## src/rtl/seg_display_ctrl_pkg.sv

```systemverilog
// rtl/seg_display_ctrl_pkg.sv - shared address map and defaults for the seven-segment display controller
package seg_display_ctrl_pkg;

  localparam logic [31:0] PERI_ADDR_DIG      = 32'h8000_0020;
  localparam logic [3:0]  DIG_OFF_VALUE      = 4'h0;
  localparam logic [3:0]  DIG_OFF_MASK       = 4'h4;
  localparam logic [3:0]  DIG_OFF_DIV        = 4'h8;
  localparam logic [31:0] SCAN_DIV_DEFAULT   = 32'd49999;
  localparam int          NUM_DIGITS_DEFAULT = 8;

  // The low nibble of the bus address is the register offset inside the block.
  function automatic logic dig_selected(input logic [31:0] addr);
    return {addr[31:4], 4'b0000} == PERI_ADDR_DIG;
  endfunction

endpackage

```

## src/rtl/seg_display_ctrl_if.sv

```systemverilog
// rtl/seg_display_ctrl_if.sv - peripheral bus bundle between the CPU side and the display controller
interface seg_display_ctrl_if;
  logic        we;
  logic [31:0] addr;
  logic [31:0] wdata;
  logic [31:0] rdata;

  modport master (output we, output addr, output wdata, input rdata);
  modport slave  (input we, input addr, input wdata, output rdata);
endinterface

```

## src/rtl/seg_display_ctrl_hex_to_seg.sv

```systemverilog
// rtl/seg_display_ctrl_hex_to_seg.sv - nibble to active-low {dp,g,f,e,d,c,b,a} segment code
module hex_to_seg (
  input  logic [3:0] nibble,
  output logic [7:0] seg
);

  // dp (bit 7) is held dark in every entry.
  always_comb begin
    seg = 8'hFF;
    case (nibble)
      4'h0: seg = 8'hC0;
      4'h1: seg = 8'hF9;
      4'h2: seg = 8'hA4;
      4'h3: seg = 8'hB0;
      4'h4: seg = 8'h99;
      4'h5: seg = 8'h92;
      4'h6: seg = 8'h82;
      4'h7: seg = 8'hF8;
      4'h8: seg = 8'h80;
      4'h9: seg = 8'h90;
      4'hA: seg = 8'h88;
      4'hB: seg = 8'h83;
      4'hC: seg = 8'hC6;
      4'hD: seg = 8'hA1;
      4'hE: seg = 8'h86;
      4'hF: seg = 8'h8E;
      default: seg = 8'hFF;
    endcase
  end

endmodule

```

## src/rtl/seg_display_ctrl.sv

```systemverilog
// rtl/seg_display_ctrl.sv - memory-mapped eight-digit multiplexed seven-segment display controller
module seg_display_ctrl
  import seg_display_ctrl_pkg::*;
#(
  parameter logic [31:0] SCAN_DIV_RST = SCAN_DIV_DEFAULT,
  parameter int          NUM_DIGITS   = NUM_DIGITS_DEFAULT
) (
  input  logic                  clk_i,
  input  logic                  rst_i,
  seg_display_ctrl_if.slave     bus,
  output logic [NUM_DIGITS-1:0] dig_en_o,
  output logic [7:0]            seg_o
);

  localparam int IDX_W = $clog2(NUM_DIGITS);

  logic [31:0]           value_q;
  logic [NUM_DIGITS-1:0] mask_q;
  logic [31:0]           div_q;
  logic [31:0]           presc_q;
  logic [IDX_W-1:0]      idx_q;
  logic [31:0]           data_q;

  logic        sel;
  logic [3:0]  off;
  logic        wr_value;
  logic        wr_mask;
  logic        wr_div;
  logic [31:0] rd_mux;
  logic [3:0]  cur_nibble;
  logic [7:0]  cur_seg;

  always_comb begin
    sel      = dig_selected(bus.addr);
    off      = bus.addr[3:0];
    wr_value = sel && bus.we && (off == DIG_OFF_VALUE);
    wr_mask  = sel && bus.we && (off == DIG_OFF_MASK);
    wr_div   = sel && bus.we && (off == DIG_OFF_DIV);
    rd_mux   = 32'h0;
    case (off)
      DIG_OFF_VALUE: rd_mux = value_q;
      DIG_OFF_MASK:  rd_mux = 32'(mask_q);
      DIG_OFF_DIV:   rd_mux = div_q;
      default:       rd_mux = 32'h0;
    endcase
    cur_nibble = value_q[{idx_q, 2'b00} +: 4];
  end

  hex_to_seg u_hex_to_seg (
    .nibble (cur_nibble),
    .seg    (cur_seg)
  );

  always_ff @(posedge clk_i) begin
    if (rst_i) begin
      value_q  <= 32'h0;
      mask_q   <= '1;
      div_q    <= SCAN_DIV_RST;
      presc_q  <= 32'h0;
      idx_q    <= '0;
      data_q   <= 32'h0;
      dig_en_o <= '1;
      seg_o    <= 8'hFF;
    end else begin
      // Read mux sees pre-write register contents, so read-during-write returns the old value.
      if (sel) begin
        data_q <= rd_mux;
      end

      if (wr_value) begin
        value_q <= bus.wdata;
      end
      if (wr_mask) begin
        mask_q <= bus.wdata[NUM_DIGITS-1:0];
      end
      if (wr_div) begin
        div_q <= bus.wdata;
      end

      // A divider write restarts the slot so a smaller div can never leave presc above it.
      if (wr_div) begin
        presc_q <= 32'h0;
      end else if (presc_q == div_q) begin
        presc_q <= 32'h0;
        idx_q   <= idx_q + 1'b1;
      end else begin
        presc_q <= presc_q + 32'd1;
      end

      if (mask_q[idx_q]) begin
        dig_en_o <= ~(NUM_DIGITS'(1) << idx_q);
        seg_o    <= cur_seg;
      end else begin
        dig_en_o <= '1;
        seg_o    <= 8'hFF;
      end
    end
  end

  assign bus.rdata = data_q;

endmodule

```

## src/flat_wrapper.sv

```systemverilog
// flat-port wrapper written by rule: the top's interface ports become plain ports
module seg_display_ctrl_flat import seg_display_ctrl_pkg::*;
#(
  parameter logic [31:0] SCAN_DIV_RST = SCAN_DIV_DEFAULT,
  parameter int          NUM_DIGITS   = NUM_DIGITS_DEFAULT
)
  (clk_i, rst_i, dig_en_o, seg_o, bus_we, bus_addr, bus_wdata, bus_rdata);
  seg_display_ctrl_if bus_i ();
  input  logic clk_i;
  input  logic rst_i;
  output logic [NUM_DIGITS-1:0] dig_en_o;
  output logic [7:0] seg_o;
  input wire logic [$bits(bus_i.we)-1:0] bus_we;
  input wire logic [$bits(bus_i.addr)-1:0] bus_addr;
  input wire logic [$bits(bus_i.wdata)-1:0] bus_wdata;
  output wire logic [$bits(bus_i.rdata)-1:0] bus_rdata;
  assign bus_i.we = bus_we;
  assign bus_i.addr = bus_addr;
  assign bus_i.wdata = bus_wdata;
  assign bus_rdata = bus_i.rdata;
  seg_display_ctrl #(.SCAN_DIV_RST(SCAN_DIV_RST), .NUM_DIGITS(NUM_DIGITS)) u_core (.clk_i(clk_i), .rst_i(rst_i), .bus(bus_i), .dig_en_o(dig_en_o), .seg_o(seg_o));
endmodule
```

## config.mk

```make
export PLATFORM = sky130hd
export DESIGN_NAME = seg_display_ctrl_flat
export DESIGN_NICKNAME = d
export VERILOG_FILES = /design/src/rtl/seg_display_ctrl_pkg.sv /design/src/rtl/seg_display_ctrl_if.sv /design/src/rtl/seg_display_ctrl_hex_to_seg.sv /design/src/rtl/seg_display_ctrl.sv /design/src/flat_wrapper.sv
export SDC_FILE = /design/constraint.sdc
export NUM_CORES = 1
export LEC_CHECK = 0
export CAP_MARGIN = 40
export CORE_UTILIZATION = 45
export DETAILED_ROUTE_END_ITERATION = 12
export PLACE_DENSITY = 0.79
export SLEW_MARGIN = 15
export SYNTH_ARGS = -nofsm -noshare
export SYNTH_HDL_FRONTEND = slang
export SYNTH_SLANG_ARGS = --single-unit
```

## constraint.sdc

```tcl
create_clock -name clk_i -period 4.7 [get_ports clk_i]
set_input_delay 0.94 -clock clk_i [delete_from_list [all_inputs] [get_ports clk_i]]
set_output_delay 0.94 -clock clk_i [all_outputs]
set_load 0.01 [all_outputs]
```

[Yosys cells after proc, flatten, opt, wreduce, memory -nomap -nowiden]
Memory sizes are Yosys's and may differ from the RTL's. A register that Yosys moved wholly into a read port is not among the register bits.
Index checks and enable logic that the tools add are counted.
W data, S select, Z words.
Operators by class
  muxes and demuxes: 3
  bitwise operators: 3
  equal/unequal tests: 4
  shift-type cells: 2
  add/subtract/negate cells: 2
  reductions and logical operators: 8
  magnitude comparators: 1
Operators by type and width (number)
  $pmux W32 S3: 1
  $add A32 B1 Y32 const B: 1
  $eq A32 B32 Y1: 1
  $shiftx A32 B6 Y4: 1
  $eq A28 B28 Y1 const B: 1
  $not A8 Y8: 1
  $shl A1 B3 Y8 const A: 1
  $eq A4 B3 Y1 const B: 1
  $eq A4 B4 Y1 const B: 1
  $logic_and A1 B1 Y1: 4
  $logic_not A4 Y1: 1
  $lt A3 B4 Y1 const B: 1
  $add A3 B1 Y3 const B: 1
  $bmux W1 S3: 1
  $reduce_or A3 Y1: 1
  $not A1 Y1: 2
  $reduce_and A2 Y1: 1
  $reduce_or A2 Y1: 1
  $mux W1: 1
Word-level totals
  register bits after elaboration: 155
  input port bits: 67
  memories: 1
  memory bits (read-only): 112
Memories
  (no name shown): depth 16, bits a word 7, rd ports 1, clocked after memory_dff 1, write ports 0, RTL line seg_display_ctrl_hex_to_seg.sv:10  | case (nibble)

[Logic depth before layout (Yosys ltp)]
Gate-level depths: netlist of run 1.
  word-level depth: 5
  gate-level depth with buffers: 9
  depth with buffers taken out: 8

[Cells and area by module]
Synthesis of run 1 repeated with hierarchy kept, for this count alone.
Second synthesis, totals
  cell total of the unflattened synthesis: 768
  area, all modules: 7101.8 µm²
By module, submodules not included
  seg_display_ctrl: cells each 734, area each 6815.3 µm², seq. area each 3103.0 µm², times used 1
  hex_to_seg: cells each 34, area each 286.5 µm², seq. area each 0.0 µm², times used 1

[Worst setup path before layout of run 1]
OpenSTA, ideal clock, no wires.
  kind: input-to-reg
  start: in bus_addr[14]
  end: reg u_core.mask_q[0]
  library setup time: 0.129 ns
  path slack: 2.304 ns
  arrival time: 2.267 ns
  stages on the path: 5
  cell sequence: nor4_2 nand4_2 nor3_4 mux2i_1 nand2_1
On the way
  word-level cells in the longest chain between the ends: 3
Ends and longest elaborated chain
  start, declared: RTL line flat_wrapper.sv:14  | input wire logic [$bits(bus_i.addr)-1:0] bus_addr;
  $eq A28 B28 Y1: RTL line seg_display_ctrl_pkg.sv:13  | return {addr[31:4], 4'b0000} == PERI_ADDR_DIG;
  $logic_and A1 B1 Y1 (2 in series): RTL line seg_display_ctrl.sv:37  | wr_mask = sel && bus.we && (off == DIG_OFF_MASK);
  end signal, assigned: RTL line seg_display_ctrl.sv:74  | mask_q <= bus.wdata[NUM_DIGITS-1:0];
  end, declared: RTL line seg_display_ctrl.sv:18  | logic [NUM_DIGITS-1:0] mask_q;
Every way passes these cells.
A chain may end at the register's enable or synchronous reset.

[Final worst setup path of run 1]
  start: in bus_addr[1]
  end: reg u_core.idx_q[0]
On the way
  word-level cells in the longest chain between the ends: 4
Ends and longest elaborated chain
  $eq A4 B4 Y1: RTL line seg_display_ctrl.sv:38  | wr_div = sel && bus.we && (off == DIG_OFF_DIV);
  $logic_and A1 B1 Y1: RTL line seg_display_ctrl.sv:38
  $not A1 Y1 (no source line)
  $reduce_and A2 Y1 (no source line)
  end signal, assigned: RTL line seg_display_ctrl.sv:85  | idx_q <= idx_q + 1'b1;
  end, declared: RTL line seg_display_ctrl.sv:21  | logic [IDX_W-1:0] idx_q;
Every way passes these cells.

==> metrics.txt, run 1 <==
status finished, final reports clean; Clk pwr share 49.4%; Post-CTS Resized 0; latest clock arrival within the worst-skew pair 0.42 ns; ys flop type dfxtp_1; H-tree Lvls 4; crit end category register; Final setup viols 0; CP arrival about 3.2 ns; Tcrit/Tclk final 62.22%; diode count 0; DR pass1 iterations 8; largest net degree at the start of global routing 78; Final Hold Vio Count 0; EDFF count, synth 0; port bufs 113; area grow syn2layout 27.01%; crit path time final 2.924 ns; area post-placement 8244 sq um; design area just under 9000 sq um; DR WL/cell 17.15 um; Residual DRC 0; All-Layer GR Usage a little under a quarter; synthesized flop and latch total 154; Critical Path Start Type input port; remaining antenna violation count after routing 0; Ys Warns 0; syn avg cell area slightly below 9 sq um; synth unique cells 49; Switching Share 20.26%; f_max 342.0 MHz; Post-Syn Nets roughly 860; Die W 126.5 um; Cell Area, Synth 6973 sq um; power per cell area 322.7 nW/um^2; FFs w/ async S/R, synth 0%; first-pass GRT wire length between 20 and 30 mm; # fillers 1277; flip-flop and latch area 3083 sq um; row count 45; Power Internal 2.279 mW; initial antenna violation count 0; Gate power share 4.6%; final slew viol count 0; Starting Density 46.04%; root buffer cell clkbuf_16; worst reg2reg path depth 7; Vias/cell 5.642; Critical Path RT roughly 5.0 ns; setup TNS 0 ns; RSZ-0062 raised after global routing false; Worst-Margin Slew 0.7746 ns; share of post-route cells with drive strength above 1 slightly below 7%; CTS tree done; Die H 126.5 um; area taken by multi-input logic gates 3649 sq um; grt total ovfl 0; clk sinks 154; initial DRC count 563; hold buffer count at cts 0; Post-CTS Setup Repair Bufs 0; via count of the routed design 6082; cell leakage power between 3 and 4 nW; worst vdd ir 0.2775 mV; Max Cap Viol 0; Nets 958; worst hold path cell count 2; most frequent cells in the layout 164 x nand2_1, 154 x dfxtp_1, 112 x clkdlybuf4s50_1; R2R Setup Slk 2.01 ns; Net Switching 578.8 uW; I/O pin cnt 115; die area 16000 sq um; type of the tightest min-delay check reg -> reg; CORE AREA 15150 sq um; vias in the first global route 5709; clk slew on worst S/H paths around 0.06 ns; routability cong. 0.8572; CTS max path bufs 2; WL final ~18 mm; Hold WS 0.4584 ns; CTS buffer count 17; sequential area share after synthesis roughly 44%; Seq pwr share 46.0%; final clock skew 0.008072 ns; Crit Path Class in -> reg; Post-Synthesis Cells 783; worst rel slew slack 48.29%; CP max FO 34; most common cell after layout, fill and taps aside nand2_1; dpl hpwl 13.20 mm
-- state kept, by name, indices dropped and copies added, names as in the netlist --
signal,flops
u_core.value_q,32
u_core.bus.rdata,32
u_core.div_q,32
u_core.presc_q,32
u_core.seg_o,7
u_core.mask_q,8
u_core.idx_q,3
u_core.dig_en_o,8
-- power by group through the flow --
stage               Sequential [mW]  Clock, mW  Combinational [mW]
detailed placement             1.34          0               0.130
floorplan                      1.34          0              0.0401
CTS                            1.31       1.43               0.131
global placement               1.34          0               0.128
global route                   1.32       1.48               0.139
finish                         1.31       1.41               0.131
-- synth_stat cells (3+ instances only) --
cell	count	area share [%]
a21oi_1	64	4.6
a222oi_1	8	1.1
a22o_1	24	3.0
a22oi_1	24	2.6
and3_1	5	0.45
and4_1	8	1.0
buf_2	15	1.1
clkbuf_1	28	1.5
dfxtp_1	154	44
ha_1	12	2.2
inv_1	9	0.48
mux2_2	3	0.48
mux2i_1	14	2.0
mux4_1	9	3.4
nand2_1	164	8.8
nand3_1	22	1.6
nand4_1	8	0.72
nor2_1	74	4.0
nor3_1	14	1.0
nor4_1	20	1.8
nor4_2	3	0.54
nor4b_2	3	0.65
o211ai_1	5	0.54
o221ai_1	3	0.38
xnor2_1	22	2.8
xor2_1	40	5.0
-- cell families (layout without fill, tap and decap cells) --
logic type               Yosys count  count (layout)  synth area share, %
XOR/XNOR                          62              62                7.788
AO/OA/AOI/OAI                    132             132                12.63
flip-flops                       154             154                44.21
multiplexers                      28              28                6.531
AND/OR/NAND/NOR                  336             336                22.91
adder cells (fa/ha/maj)           12              12                2.153
other                              1               1              0.05378
buffers and inverters             58             165                3.714
-- area by class of cell --
cell class	count	share of cell area, %
Clock buffer	23	5.623
Clock inverter	7	1.286
Inverter	11	0.4662
Multi-Input combinational cell	571	41.20
Sequential cell	154	34.81
Tap cell	188	2.656
Timing Repair Buffer	124	13.96
-- per-layer routing --
layer  vias to the layer above  GRT usage (%)  wire, um
met3                        32          4.555      1388
met1                      2852          32.00      7989
met4                         0          9.284       378
li1                       2943              -         -
met5                         -              0         0
met2                       255          37.83      8730
-- metrics by stage --
stage / setup slack (ns) / power (mW) / utilization [%] / std cells
final: 1.776 / 2.857 / 58.47 / 1078
after global routing: 1.663 / 2.934 / 58.47 / 1078
after CTS: 1.792 / 2.871 / 58.47 / 1078
after detailed placement: 1.366 / 1.474 / 54.43 / 1048
after global placement: 1.365 / 1.471 / 54.15 / 1046
after floorplan: 2.304 / 1.385 / - / 783
-- worst paths after layout --
check                      from                  to
max                 bus_addr[1]     u_core.idx_q[0]
min reg2reg  u_core.value_q[15]  u_core.value_q[15]
max reg2reg     u_core.idx_q[0]     u_core.seg_o[0]
min          u_core.value_q[15]  u_core.value_q[15]
-- worst max-delay path: stages --
cell             delay [ns]
clkdlybuf4s50_1        0.57
nor4b_4                0.30
buf_4                  0.38
and4_1                 0.25
buf_4                  0.34
nor3_1                 0.15
mux2_2                 0.29
No activity file was read; power rests on OpenSTA's default activity.
==> inputs of run 2 (changes only) <==
--- a/config.mk
+++ b/config.mk
@@ -8,7 +8,7 @@
 export CAP_MARGIN = 40
 export CORE_UTILIZATION = 45
 export DETAILED_ROUTE_END_ITERATION = 12
-export PLACE_DENSITY = 0.79
+export PLACE_DENSITY = 0.82
 export SLEW_MARGIN = 15
 export SYNTH_ARGS = -nofsm -noshare
 export SYNTH_HDL_FRONTEND = slang
==> constraint.sdc (replaced) <==
create_clock -name clk_i -period 2.68 [get_ports clk_i]
set_input_delay 0.536 -clock clk_i [delete_from_list [all_inputs] [get_ports clk_i]]
set_output_delay 0.536 -clock clk_i [all_outputs]
set_load 0.01 [all_outputs]
==> run 2 against run 1 <==
  * Non-clock buffer count increased by 12
  * Critical path type is now reg -> reg
  * Critical path depth unchanged
  * Sequential share of layout area decreased by 0.24 points
  * Largest cell class unchanged
  * Highest routed layer unchanged
  * Design area increased by 0.71%
  * Worst setup slack got worse by 1.6 ns
==> metrics.txt, run 2 (synthesis results as in run 1) <==
CTS buffer count 17 (unchanged); final clock skew 0.008470 ns (+0.0003982 ns); most frequent cells in the layout 164 x nand2_1, 154 x dfxtp_1, 112 x clkdlybuf4s50_1; crit end category register; clk slew on worst S/H paths 0.06 ns (about the same); # fillers 1237 (-3.1%); Power Internal 3.769 mW (+65%); All-Layer GR Usage 24.30% (+0.50 points); cell leakage power 3.282 nW (+1.0%); share of post-route cells with drive strength above 1 8.084% (+1.3 points); RSZ-0062 raised after global routing false; largest net degree at the start of global routing 53 (-32%); Seq pwr share 47.8% (+1.8 points); CTS max path bufs 2 (unchanged); port bufs 113 (unchanged); f_max 405.3 MHz; area grow syn2layout 27.90%; Gate power share 4.8% (+0.2 points); initial DRC count 558 (-0.89%); first-pass GRT wire length 30.44 mm (+2.6%); Post-CTS Resized 0 (unchanged); Die W 126.5 um (unchanged); root buffer cell clkbuf_16; most common cell after layout, fill and taps aside nand2_1; Max stage delay on crit path 0.64 ns (+0.07 ns); Net Switching 1.053 mW (+82%); Crit Path Class reg -> reg; grt total ovfl 0 (unchanged); dpl hpwl 13.58 mm (+2.9%); Critical Path RT 2.97 ns (-2.05 ns); Die H 126.5 um (unchanged); final slew viol count 0 (unchanged); row count 45 (unchanged); Clk pwr share 47.4% (-2.0 points); routability cong. 0.9054 (+5.6%); Starting Density 46.04% (unchanged); Post-CTS Setup Repair Bufs 0 (unchanged); CTS tree done; Critical Path Start Type register; CP arrival 2.76 ns (-0.48 ns); I/O pin cnt 115 (unchanged); power per cell area 540.6 nW/um^2 (+68%); DR WL/cell 17.05 um (-0.59%); vias in the first global route 5953 (+4.3%); Final Hold Vio Count 0 (unchanged); Residual DRC 0 (unchanged); setup TNS 0 ns (unchanged); type of the tightest min-delay check in -> reg; latest clock arrival within the worst-skew pair 0.43 ns (about the same); Vias/cell 5.692 (+0.89%); Slowest-stage cell, CP mux4_1; initial antenna violation count 0 (unchanged); diode count 0 (unchanged); Worst-Margin Slew 0.5626 ns (-0.2120 ns); crit path time final approximately 2.5 ns; Final Util 58.88% (+0.41 points); Nets 970 (+1.3%); status finished, final reports clean; via count of the routed design 6210 (+2.1%); Max Cap Viol 0 (unchanged); hold buffer count at cts 0 (unchanged); die area 16000 sq um (unchanged); remaining antenna violation count after routing 0 (unchanged); H-tree Lvls 4 (unchanged); clk sinks 154 (unchanged); critical path cell sequence mux4_1 -> nand2_1 -> nand2_1 -> ha_1 -> or3_1 -> o21ai_0 -> o21ai_1; Switching Share 21.84% (+1.6 points); DR pass1 iterations 7 (-1); Tcrit/Tclk final 92.07%; worst rel slew slack 62.29% (+14 points); Final setup viols 0 (unchanged); CP dominant cell by count nand2_1; CP max FO 8 (-76%); worst vdd ir 0.4745 mV (+71%); WL final 18.60 mm (+0.61%); CORE AREA 15150 sq um (unchanged)
==> run 2: cell types whose count changed in the layout (fill, tap and decap cells not counted), sizes merged <==
cell      delta
clkbuf       -2
inv          +3
buf         +12
clkinvlp     +2
bufinv       -2
==> run 2: power groups by stage <==
stage          Sequential (mW)  Combinational, mW  Clock (mW)
2_1_floorplan             2.36             0.0703           0
3_3_place_gp              2.36              0.229           0
3_5_place_dp              2.36              0.229           0
4_1_cts                   2.31              0.229        2.30
5_1_grt                   2.31              0.245        2.40
6_report                  2.31              0.232        2.28
==> run 2: critical path, delay by kind of cell, from the launching register on <==
family / cells / cell delay [ns]
adders and majority gates: 1 / 0.28
AOI/OAI and AO/OA: 2 / 0.16
and+or+nand+nor: 3 / 0.62
muxes: 1 / 0.64
DFF: 1 / 0.62
==> run 2: layout make-up <==
cell class / count / area, sq um / share of cell area, %
multi-input combinational: 571 / 3649 / 40.91
sequential: 154 / 3083 / 34.57
timing repair buffer: 136 / 1349 / 15.12
clock buffer: 21 / 470.5 / 5.275
tap: 188 / 235.2 / 2.637
clock inverter: 10 / 91.34 / 1.024
inverter: 11 / 41.29 / 0.4630
==> run 2: through the flow <==
step	cells	hold slack (ns)	instance area, sq um	total power, mW	worst slack (ns)
6_report	1091	0.4525	8919	4.821	0.2126
3_5_place_dp	1060	0.4570	8357	2.586	0.1871
2_1_floorplan	783	0.4394	6973	2.429	0.5242
5_1_grt	1091	0.4584	8919	4.950	0.1191
3_3_place_gp	1060	0.4513	8357	2.585	0.2469
4_1_cts	1091	0.4353	8919	4.832	0.2540
==> run 2: final timing paths <==
kind / start / end / slack, ns / cells past startpoint
setup / recovery: u_core.idx_q[0] / u_core.seg_o[0] / 0.21 / 7
hold / removal: rst_i / u_core.dig_en_o[3] / 0.45 / 3
hold reg to reg: u_core.value_q[16] / u_core.value_q[16] / 0.47 / 2
setup reg to reg: u_core.idx_q[0] / u_core.seg_o[0] / 0.21 / 7
==> run 2: routing by layer <==
metal / track usage (%) / part of all wire [%] / vias to the layer above
li1: - / - / 2968
met1: 30.99 / 41 / 2893
met2: 39.68 / 47 / 311
met3: 5.103 / 8.7 / 38
met4: 10.84 / 2.9 / 0
met5: 0 / 0 / -
==> inputs of run 3 (changes only) <==
--- a/config.mk
+++ b/config.mk
@@ -5,6 +5,7 @@
 export SDC_FILE = /design/constraint.sdc
 export NUM_CORES = 1
 export LEC_CHECK = 0
+export ABC_CLOCK_PERIOD_IN_PS = 2680
 export CAP_MARGIN = 40
 export CORE_UTILIZATION = 45
 export DETAILED_ROUTE_END_ITERATION = 12
==> results of run 3 <==
Same layout as run 2: the final DEF is identical, and so are final timing and power.
